**config.mk**
```make
export PLATFORM = sky130hd
export DESIGN_NAME = instruction_encoder
export DESIGN_NICKNAME = d
export VERILOG_FILES = /design/src/rtl/instruction_encoder.sv
export SDC_FILE = /design/constraint.sdc
export NUM_CORES = 1
export LEC_CHECK = 0
export ABC_CLOCK_PERIOD_IN_PS = 3700
export CAP_MARGIN = 40
export CORE_MARGIN = 1
export CORE_UTILIZATION = 49
export CTS_CLUSTER_SIZE = 30
export DETAILED_ROUTE_END_ITERATION = 10
export HOLD_SLACK_MARGIN = 0.05
export PLACE_DENSITY = 0.83
export SLEW_MARGIN = 20
export SYNTH_ARGS = -nofsm -noshare
export SYNTH_HDL_FRONTEND = slang
export SYNTH_SLANG_ARGS = --single-unit
```
**constraint.sdc**
```tcl
create_clock -name clk -period 3.7 [get_ports clk]
set_input_delay 0.555 -clock clk [delete_from_list [all_inputs] [get_ports clk]]
set_output_delay 0.555 -clock clk [all_outputs]
set_load 0.01 [all_outputs]
```
**src/rtl/instruction_encoder.sv**
```systemverilog
// Packs field-level instruction bundles into 32-bit words and streams them into
// instruction memory through a small FIFO and a stallable output register.
module instruction_encoder #(
    parameter int unsigned       DEPTH     = 4,
    parameter int unsigned       ADDR_W    = 8,
    parameter logic [ADDR_W-1:0] BASE_ADDR = '0
) (
    input  logic              clk,
    input  logic              reset,
    input  logic              enc_valid,
    output logic              enc_ready,
    input  logic              enc_last,
    input  logic [1:0]        enc_type,
    input  logic [3:0]        enc_cond,
    input  logic              enc_imm,
    input  logic [3:0]        enc_opcode,
    input  logic              enc_s,
    input  logic              enc_load,
    input  logic              enc_link,
    input  logic [3:0]        enc_rn,
    input  logic [3:0]        enc_rd,
    input  logic [11:0]       enc_operand2,
    input  logic [23:0]       enc_offset,
    output logic              imem_we,
    input  logic              imem_ready,
    output logic [ADDR_W-1:0] imem_addr,
    output logic [31:0]       imem_wdata,
    output logic [ADDR_W-1:0] word_count,
    output logic              done
);
    localparam int unsigned PTR_W = $clog2(DEPTH);

    typedef enum logic [1:0] {IDLE, STREAM, FLUSH} state_t;

    state_t              state_q, state_d;
    logic [PTR_W:0]      wr_ptr_q, wr_ptr_d;
    logic [PTR_W:0]      rd_ptr_q, rd_ptr_d;
    logic                we_q, we_d;
    logic [ADDR_W-1:0]   addr_q, addr_d;
    logic [31:0]         wdata_q, wdata_d;
    logic [ADDR_W-1:0]   count_q, count_d;
    logic                done_q, done_d;

    logic [31:0]         fifo_mem [DEPTH];
    logic [31:0]         fifo_head;
    logic [31:0]         enc_word;
    logic                s_eff;
    logic                fifo_full, fifo_empty;
    logic                push, pop, complete;

    // Compare-class opcodes (1000-1011) always update flags.
    assign s_eff = enc_s | (enc_opcode[3:2] == 2'b10);

    always_comb begin
        enc_word = '0;
        case (enc_type)
            2'b00:   enc_word = {enc_cond, 2'b00, enc_imm, enc_opcode, s_eff,
                                 enc_rn, enc_rd, enc_operand2};
            2'b01:   enc_word = {enc_cond, 2'b01, enc_imm, enc_opcode, enc_load,
                                 enc_rn, enc_rd, enc_operand2};
            2'b10:   enc_word = {enc_cond, 3'b101, enc_link, enc_offset};
            default: enc_word = '0;
        endcase
    end

    assign fifo_empty = (wr_ptr_q == rd_ptr_q);
    assign fifo_full  = (wr_ptr_q[PTR_W] != rd_ptr_q[PTR_W]) &&
                        (wr_ptr_q[PTR_W-1:0] == rd_ptr_q[PTR_W-1:0]);
    assign fifo_head  = fifo_mem[rd_ptr_q[PTR_W-1:0]];

    // Ready is purely registered: a pop in the same cycle never frees a full slot.
    assign enc_ready = (state_q != FLUSH) && !fifo_full;
    assign push      = enc_valid && enc_ready;
    assign complete  = we_q && imem_ready;
    assign pop       = !fifo_empty && (!we_q || imem_ready);

    assign wr_ptr_d = wr_ptr_q + {{PTR_W{1'b0}}, push};
    assign rd_ptr_d = rd_ptr_q + {{PTR_W{1'b0}}, pop};

    always_ff @(posedge clk) begin
        if (push) begin
            fifo_mem[wr_ptr_q[PTR_W-1:0]] <= enc_word;
        end
    end

    always_comb begin
        we_d    = we_q;
        wdata_d = wdata_q;
        addr_d  = addr_q;
        count_d = count_q;
        if (pop) begin
            we_d    = 1'b1;
            wdata_d = fifo_head;
        end else if (complete) begin
            we_d = 1'b0;
        end
        if (state_q == IDLE && push) begin
            addr_d  = BASE_ADDR;
            count_d = '0;
        end else if (complete) begin
            addr_d  = addr_q + ADDR_W'(4);
            count_d = count_q + ADDR_W'(1);
        end
    end

    always_comb begin
        state_d = state_q;
        done_d  = 1'b0;
        case (state_q)
            IDLE: begin
                if (push) begin
                    state_d = enc_last ? FLUSH : STREAM;
                end
            end
            STREAM: begin
                if (push && enc_last) begin
                    state_d = FLUSH;
                end
            end
            FLUSH: begin
                // Nothing is pushed in FLUSH, so an empty FIFO means this is the last word.
                if (complete && fifo_empty) begin
                    state_d = IDLE;
                    done_d  = 1'b1;
                end
            end
            default: state_d = IDLE;
        endcase
    end

    always_ff @(posedge clk) begin
        if (reset) begin
            state_q  <= IDLE;
            wr_ptr_q <= '0;
            rd_ptr_q <= '0;
            we_q     <= 1'b0;
            addr_q   <= BASE_ADDR;
            wdata_q  <= '0;
            count_q  <= '0;
            done_q   <= 1'b0;
        end else begin
            state_q  <= state_d;
            wr_ptr_q <= wr_ptr_d;
            rd_ptr_q <= rd_ptr_d;
            we_q     <= we_d;
            addr_q   <= addr_d;
            wdata_q  <= wdata_d;
            count_q  <= count_d;
            done_q   <= done_d;
        end
    end

    assign imem_we    = we_q;
    assign imem_addr  = addr_q;
    assign imem_wdata = wdata_q;
    assign word_count = count_q;
    assign done       = done_q;

endmodule

```
==> impl_results.md, run 1 <==
- Hold buffer count at CTS: 0
- CP Capture Type: primary output
- Worst path max stage delay: 0.59 ns
- First-pass GRT wire length: 23,700 um
- Area leader, netlist: edfxtp_1
- Clock sinks: 184
- Hold Crit Endpoint: imem_wdata[11]$_SDFFE_PP0P_
- Ys async rst share: 0%
- Adder-cell share of the synthesized area: 0.981%
- Static leakage: 0.00335 uW
- Cts repair resizes: 0
- Final nets: 679
- Post-synthesis sequential area ratio: 64.9%
- Clk pwr share: 30.1%
- Worst-Skew Late Latency: 0.43 ns
- Initial core utilization: 50.4%
- R2r endpoint: fifo_mem[2][12]$_DFFE_PP_
- I/O Buffers: 111
- Pint: 4340 uW
- Worst path required time: 3.14 ns
- CTS tree: yes
- Final max-slew violation count: 0
- Main combinational cell family by area after synthesis: multiplexers
- Antenna viol nets, final: 0
- Reg2Reg Depth: 5
- HP Start: imem_wdata[11]$_SDFFE_PP0P_
- Commonest cells after routing, fill and taps aside: edfxtp_1, clkdlybuf4s50_1, nand2b_1
- Reg2reg setup slack: 1.39 ns
- Post-CTS setup buffers: 0
- Routed WL: 15,300 um
- Pwr/cell area: 625 mW/mm^2
- Endpoints failing hold: 0
- NetSw: 1660 uW
- Root buffer cell: clkbuf_16
- Gate power share: 26.1%
- Min cycle time layout: 2.80 ns
- Die span in x: 127 um
- Maxcap violations: 0
- Commonest non-fill, non-tap cell in the layout: edfxtp_1
- Synth Instances: 494
- Largest net degree at the start of global routing: 40
- Tcrit/Tclk final: 75.6%
- Yosys reg bits: 184
- H-tree levels: 4
- Critical path class: reg -> out
- Drt wl/cell: 18.9 um
- Syn Area/Cell: 15.5 um^2
- N_diodes: 0
- Synth Area in Simple Gates: 10.7%
- Die height: 127 um
- Gr usage total: 20.0%
- Max Clk Rate: 357 MHz
- Slew margin rel.: 50.8%
- 1st-iter DRT viols: 301
- Actual slew at the worst max-slew pin: 0.738 ns
- Mux share of post-synthesis cell area: 14.0%
- Worst Path Arrival: 2.24 ns
- Clk_skew: 0.00671 ns
- Routability congestion estimate: 0.769
- Main synth FF type: edfxtp_1
- Number of flops mapped to enable cells by yosys: 128
- Initial antenna violation count: 0
- Synth Area in XOR/XNOR: 1.34%
- Worst path slowest cell: clkdlybuf4s50_1
- # rows: 45
- I/O pin total: 114
- Finished Cell Area: 0.00959 mm^2
- Vias per cell: 5.56
- Area grow syn2layout: 25.3%
- Synth area leaders: edfxtp_1, dfxtp_1, mux4_2
- CP max FO: 6
- Yosys warns: 0
- DPL Wire Length: 10,100 um
- Final setup violation count: 0
- Gr ovfl total: 0
- R2R Path Start: wr_ptr_q[0]$_SDFF_PP0_
- Crit-path leading delay family: buffers and inverters
- Hold crit path type: reg -> reg
- Die area: 0.0161 mm^2
- Hold Crit Depth: 2
- Max VDD drop: 0.451 mV
- Initial DRT Pass Iterations: 4
- Core Area: 0.0152 mm^2
- Drt drc: 0
- DR vias: 4,513
- Cell Area, Placed: 0.00899 mm^2
- Layout cells sized above 1: 16.5%
- Status: complete, no violations
- CTS max path bufs: 2
- Mapped cell area: 0.00765 mm^2
- Clock-pin slew on the worst setup and hold paths: 0.07 ns
- CP Launch Type: flip-flop
- Seq pwr share: 43.8%
- TritonCTS Buffers: 17
- Vias in the first global route: 4,521
- Netlist cell types: 43
- Crit path cell chain: xor2_2, nor2_1, a21boi_0, clkdlybuf4s50_1
- Buf+Inv Stages, Crit Path: 1
- RSZ-0062 raised after global routing: false
- Synth Area in Compound Gates: 5.15%
- Setup TNS: 0 ns
- Sw frac: 27.7%
- Synth top area share: 50.2%
[flip-flops by register name, indices dropped and copies added (netlist names)]
name	flops
rd_ptr_q	3
imem_we	1
word_count	8
wr_ptr_q	3
done	1
fifo_mem	128
imem_wdata	32
imem_addr	6
state_q	2
[synth_stat cells, types with 2 or more instances]
| cell | instances |
|---|---|
| edfxtp_1 | 128 |
| a211oi_2 | 5 |
| nand3b_1 | 11 |
| and2_1 | 4 |
| o31ai_1 | 5 |
| o21ai_0 | 16 |
| mux2i_1 | 35 |
| inv_1 | 14 |
| nand3_1 | 5 |
| nor3b_1 | 3 |
| mux4_2 | 32 |
| xor2_1 | 5 |
| buf_6 | 3 |
| xor2_2 | 2 |
| nor2_1 | 8 |
| clkbuf_1 | 15 |
| a211oi_1 | 4 |
| or4_1 | 3 |
| buf_4 | 6 |
| xnor2_1 | 3 |
| nor3_2 | 6 |
| a22o_1 | 13 |
| dfxtp_1 | 56 |
| buf_2 | 6 |
| nor2b_1 | 5 |
| nand2b_1 | 66 |
| or3_1 | 6 |
| ha_1 | 6 |
| nand2_1 | 9 |
[per-stage QoR]
step / std cells / util [%] / hold WS (ns) / total power [uW] / setup slack [ns]
2_1_floorplan: 495 / - / 0.446 / 3660 / -0.201
3_3_place_gp: 776 / 58.9 / 0.458 / 4170 / 1.31
3_5_place_dp: 779 / 59.2 / 0.470 / 4250 / 1.25
4_1_cts: 811 / 63.1 / 0.481 / 6040 / 0.900
5_1_grt: 811 / 63.1 / 0.498 / 6250 / 0.792
6_report: 811 / 63.1 / 0.478 / 6000 / 0.902
[per-layer routing]
metal | track usage (%) | up-vias | wire [um]
met1 | 24.3 | 2233 | 6060
met5 | 0 | - | 0
met4 | 8.89 | 0 | 358
li1 | - | 2093 | -
met2 | 34.4 | 160 | 8110
met3 | 4.44 | 27 | 789
[worst max-delay path by stage]
stage / start / to / slack, ns / cells after the start
2_1_floorplan: rd_ptr_q[0]$_SDFF_PP0_ / fifo_mem[2][0]$_DFFE_PP_ / -0.20 / 4
3_5_place_dp: imem_ready / rd_ptr_q[1]$_SDFF_PP0_ / 1.25 / 8
6_report: wr_ptr_q[0]$_SDFF_PP0_ / enc_ready / 0.90 / 4
4_1_cts: wr_ptr_q[0]$_SDFF_PP0_ / enc_ready / 0.90 / 4
3_3_place_gp: enc_valid / fifo_mem[2][21]$_DFFE_PP_ / 1.31 / 4
5_1_grt: wr_ptr_q[0]$_SDFF_PP0_ / enc_ready / 0.79 / 4
[power groups by stage]
stage                     Sequential (uW)  Clock, uW  Combinational (uW)
after global routing                 2650       1920                1680
after floorplan                      2720          0                 943
final                                2630       1800                1560
after detailed placement             2670          0                1580
after global placement               2650          0                1520
after CTS                            2630       1820                1590
[worst min-delay path: cells and delay by family, from the launching register on]
family | cells | cell delay (ns)
simple gates | 1 | 0.06
flops | 1 | 0.31
mux | 1 | 0.06
[logic make-up (layout without fill, tap and decap cells)]
family	after synthesis	count (layout)
flops	184	184
simple gates	131	131
mux	67	67
compound gates	50	50
buf+inv	45	173
xor+xnor	10	10
fa+ha+maj	6	6
other cells	1	2
[final cells by class]
| class | count | area [um^2] |
|---|---|---|
| clock buffers | 17 | 425 |
| well taps | 188 | 235 |
| fillers | 1095 | 5610 |
| flip-flops and latches | 184 | 4970 |
| clock inverters | 15 | 169 |
| repair buffers | 126 | 1240 |
| inverters | 15 | 56.3 |
| multi-input cells | 266 | 2490 |
Note: power is estimated with default switching activity, not from simulation.
==> run 2, diff against run 1 <==
--- a/config.mk
+++ b/config.mk
@@ -5,14 +5,14 @@
 export SDC_FILE = /design/constraint.sdc
 export NUM_CORES = 1
 export LEC_CHECK = 0
-export ABC_CLOCK_PERIOD_IN_PS = 3700
+export ABC_CLOCK_PERIOD_IN_PS = 2600
 export CAP_MARGIN = 40
 export CORE_MARGIN = 1
-export CORE_UTILIZATION = 49
+export CORE_UTILIZATION = 54
 export CTS_CLUSTER_SIZE = 30
 export DETAILED_ROUTE_END_ITERATION = 10
 export HOLD_SLACK_MARGIN = 0.05
-export PLACE_DENSITY = 0.83
+export PLACE_DENSITY = 0.87
 export SLEW_MARGIN = 20
 export SYNTH_ARGS = -nofsm -noshare
 export SYNTH_HDL_FRONTEND = slang
==> constraint.sdc (replaced) <==
create_clock -name clk -period 2.6 [get_ports clk]
set_input_delay 0.39 -clock clk [delete_from_list [all_inputs] [get_ports clk]]
set_output_delay 0.39 -clock clk [all_outputs]
set_load 0.01 [all_outputs]
==> run 2 against run 1 <==
Against the previous run: via count is 1.9% higher; core utilization is 6.9 points higher; flip-flop and latch count stayed put; non-clock buffer count is 4 higher; first-iteration DRC count is 3.3% lower; combinational power is 46% higher; clock skew is 0.00065 ns higher; cell area is 1.2% higher; clock power is 57% higher; cell count is 0.49% lower; clock-buffer cell count is 1 higher; critical path type unchanged; critical endpoint unchanged.
==> impl_results.md, run 2 (synthesized netlist as in run 1, its figures left out) <==
- Status: complete, no violations
- CTS max path bufs: 2
- Setup TNS: 0 ns
- DR vias: 4,598
- I/O pin total: 114
- N_diodes: 0
- Die height: 121 um
- Worst-Skew Late Latency: 0.42 ns
- I/O Buffers: 111
- # rows: 43
- Gr ovfl total: 0
- Initial core utilization: 55.1%
- Drt wl/cell: 19.6 um
- RSZ-0062 raised after global routing: false
- Reg2Reg Depth: 7
- Max Clk Rate: 402 MHz
- Antenna viol nets, final: 0
- Drt drc: 0
- Clock-pin slew on the worst setup and hold paths: 0.06 ns
- Post-CTS setup buffers: 0
- Tcrit/Tclk final: 95.7%
- Cell Area, Placed: 0.00900 mm^2
- R2R Path Start: wr_ptr_q[1]$_SDFF_PP0_
- Crit path depth: 4
- Crit path cell chain: xor2_4, nor2_1, a21boi_0, clkdlybuf4s50_1
- 1st-iter DRT viols: 291
- Commonest cells after routing, fill and taps aside: edfxtp_1, clkdlybuf4s50_1, nand2b_1
- FILL cells: 912
- First-pass GRT wire length: 24,400 um
- TritonCTS Buffers: 17
- Worst Path Arrival: 2.10 ns
- WHS: 0.292 ns
- Hold crit path type: in -> reg
- Final setup violation count: 0
- Clk_skew: 0.00736 ns
- DPL Wire Length: 10,400 um
- Worst path required time: 2.21 ns
- Commonest non-fill, non-tap cell in the layout: edfxtp_1
- Initial antenna violation count: 0
- Origin of the worst setup path: wr_ptr_q[1]$_SDFF_PP0_
- Routed WL: 15,800 um
- Final nets: 683
- Slew margin rel.: 49.9%
- CP Launch Type: flip-flop
- Static leakage: 0.00342 uW
- R2r endpoint: wr_ptr_q[1]$_SDFF_PP0_
- Final max-slew violation count: 0
- Layout cells sized above 1: 16.9%
- Actual slew at the worst max-slew pin: 0.751 ns
- Buf+Inv Stages, Crit Path: 1
- Worst path max stage delay: 0.58 ns
- Vias in the first global route: 4,693
- CP max FO: 6
- Layout Utilization: 69.9%
- H-tree levels: 4
- Min cycle time layout: 2.49 ns
- Max VDD drop: 0.619 mV
- Crit path to: enc_ready
- Area grow syn2layout: 26.8%
- Routability congestion estimate: 0.847
- Maxcap violations: 0
- Vias per cell: 5.70
- Reg2reg setup slack: 0.62 ns
- Finished Cell Area: 0.00971 mm^2
- Crit-path leading delay family: buffers and inverters
- Critical path class: reg -> out
- CP Capture Type: primary output
- CTS tree: yes
- Clock sinks: 184
- Initial DRT Pass Iterations: 4
- Die area: 0.0147 mm^2
- Root buffer cell: clkbuf_16
- Gr usage total: 22.8%
- Largest net degree at the start of global routing: 64
- Worst path slowest cell: clkdlybuf4s50_1
- Endpoints failing hold: 0
- Die span in x: 121 um
- Pwr Total: 8850 uW
- Pwr/cell area: 912 mW/mm^2
- Core Area: 0.0139 mm^2
- Max reg flops: 128
-- run 2: stage by stage --
step / instances / setup slack, ns
floorplan: 495 / -0.244
global placement: 774 / 0.431
detailed placement: 774 / 0.379
CTS: 806 / 0.0397
global route: 807 / 0.0224
finish: 807 / 0.113
-- run 2: worst reg2reg max path, cell delays in order (launching register included) --
cell and delay (ns):
dfxtp_2 0.50, xor2_4 0.15, o311ai_1 0.30, buf_4 0.25, inv_1 0.06, ha_1 0.18
ha_1 0.27, nor2b_1 0.15
-- run 2: what timing repair did --
| item | in CTS | in global routing |
|---|---|---|
| gates cloned | 0 | 0 |
| endpoints found under the setup margin | 1 | 1 |
| hold buffers | 0 | 0 |
| gates resized for setup | 2 | 2 |
| endpoints found under the hold margin | 0 | 0 |
-- run 2: worst min-delay path by stage --
stage	from	endpoint	slack, ns	cells past startpoint
after global placement	state_q[0]$_SDFFE_PP0P_	state_q[0]$_SDFFE_PP0P_	0.45	2
after CTS	imem_wdata[12]$_SDFFE_PP0P_	imem_wdata[12]$_SDFFE_PP0P_	0.48	2
final	reset	wr_ptr_q[1]$_SDFF_PP0_	0.29	2
after detailed placement	imem_wdata[12]$_SDFFE_PP0P_	imem_wdata[12]$_SDFFE_PP0P_	0.47	2
after global routing	reset	wr_ptr_q[1]$_SDFF_PP0_	0.29	2
after floorplan	state_q[0]$_SDFFE_PP0P_	state_q[0]$_SDFFE_PP0P_	0.45	2
-- run 2: final cells by class --
cell class	count	area, um^2	area share, %
Clock buffer	18	429	4.42
Clock inverter	14	228	2.35
Inverter	15	56.3	0.580
Multi-Input combinational cell	266	2540	26.1
Sequential cell	184	4970	51.2
Tap cell	180	225	2.32
Timing Repair Buffer	130	1260	13.0
-- run 2: power by group --
group	switching [uW]	total (uW)	internal [uW]
registers	210	3750	3540
logic	1070	2270	1200
clock network	1030	2820	1790
total	2310	8850	6540
-- run 2: metal layers --
metal / global-route usage, % / vias up / part of all wire, %
li1: - / 2102 / -
met1: 26.2 / 2301 / 38
met2: 40.8 / 158 / 54
met3: 5.08 / 37 / 5.3
met4: 9.49 / 0 / 2.4
met5: 0 / - / 0
==> run 3, diff against run 2 <==
--- a/config.mk
+++ b/config.mk
@@ -11,7 +11,6 @@
 export CORE_UTILIZATION = 54
 export CTS_CLUSTER_SIZE = 30
 export DETAILED_ROUTE_END_ITERATION = 10
-export HOLD_SLACK_MARGIN = 0.05
 export PLACE_DENSITY = 0.87
 export SLEW_MARGIN = 20
 export SYNTH_ARGS = -nofsm -noshare
==> results of run 3 <==
No change in the layout: final DEF, timing and power equal those of run 2.
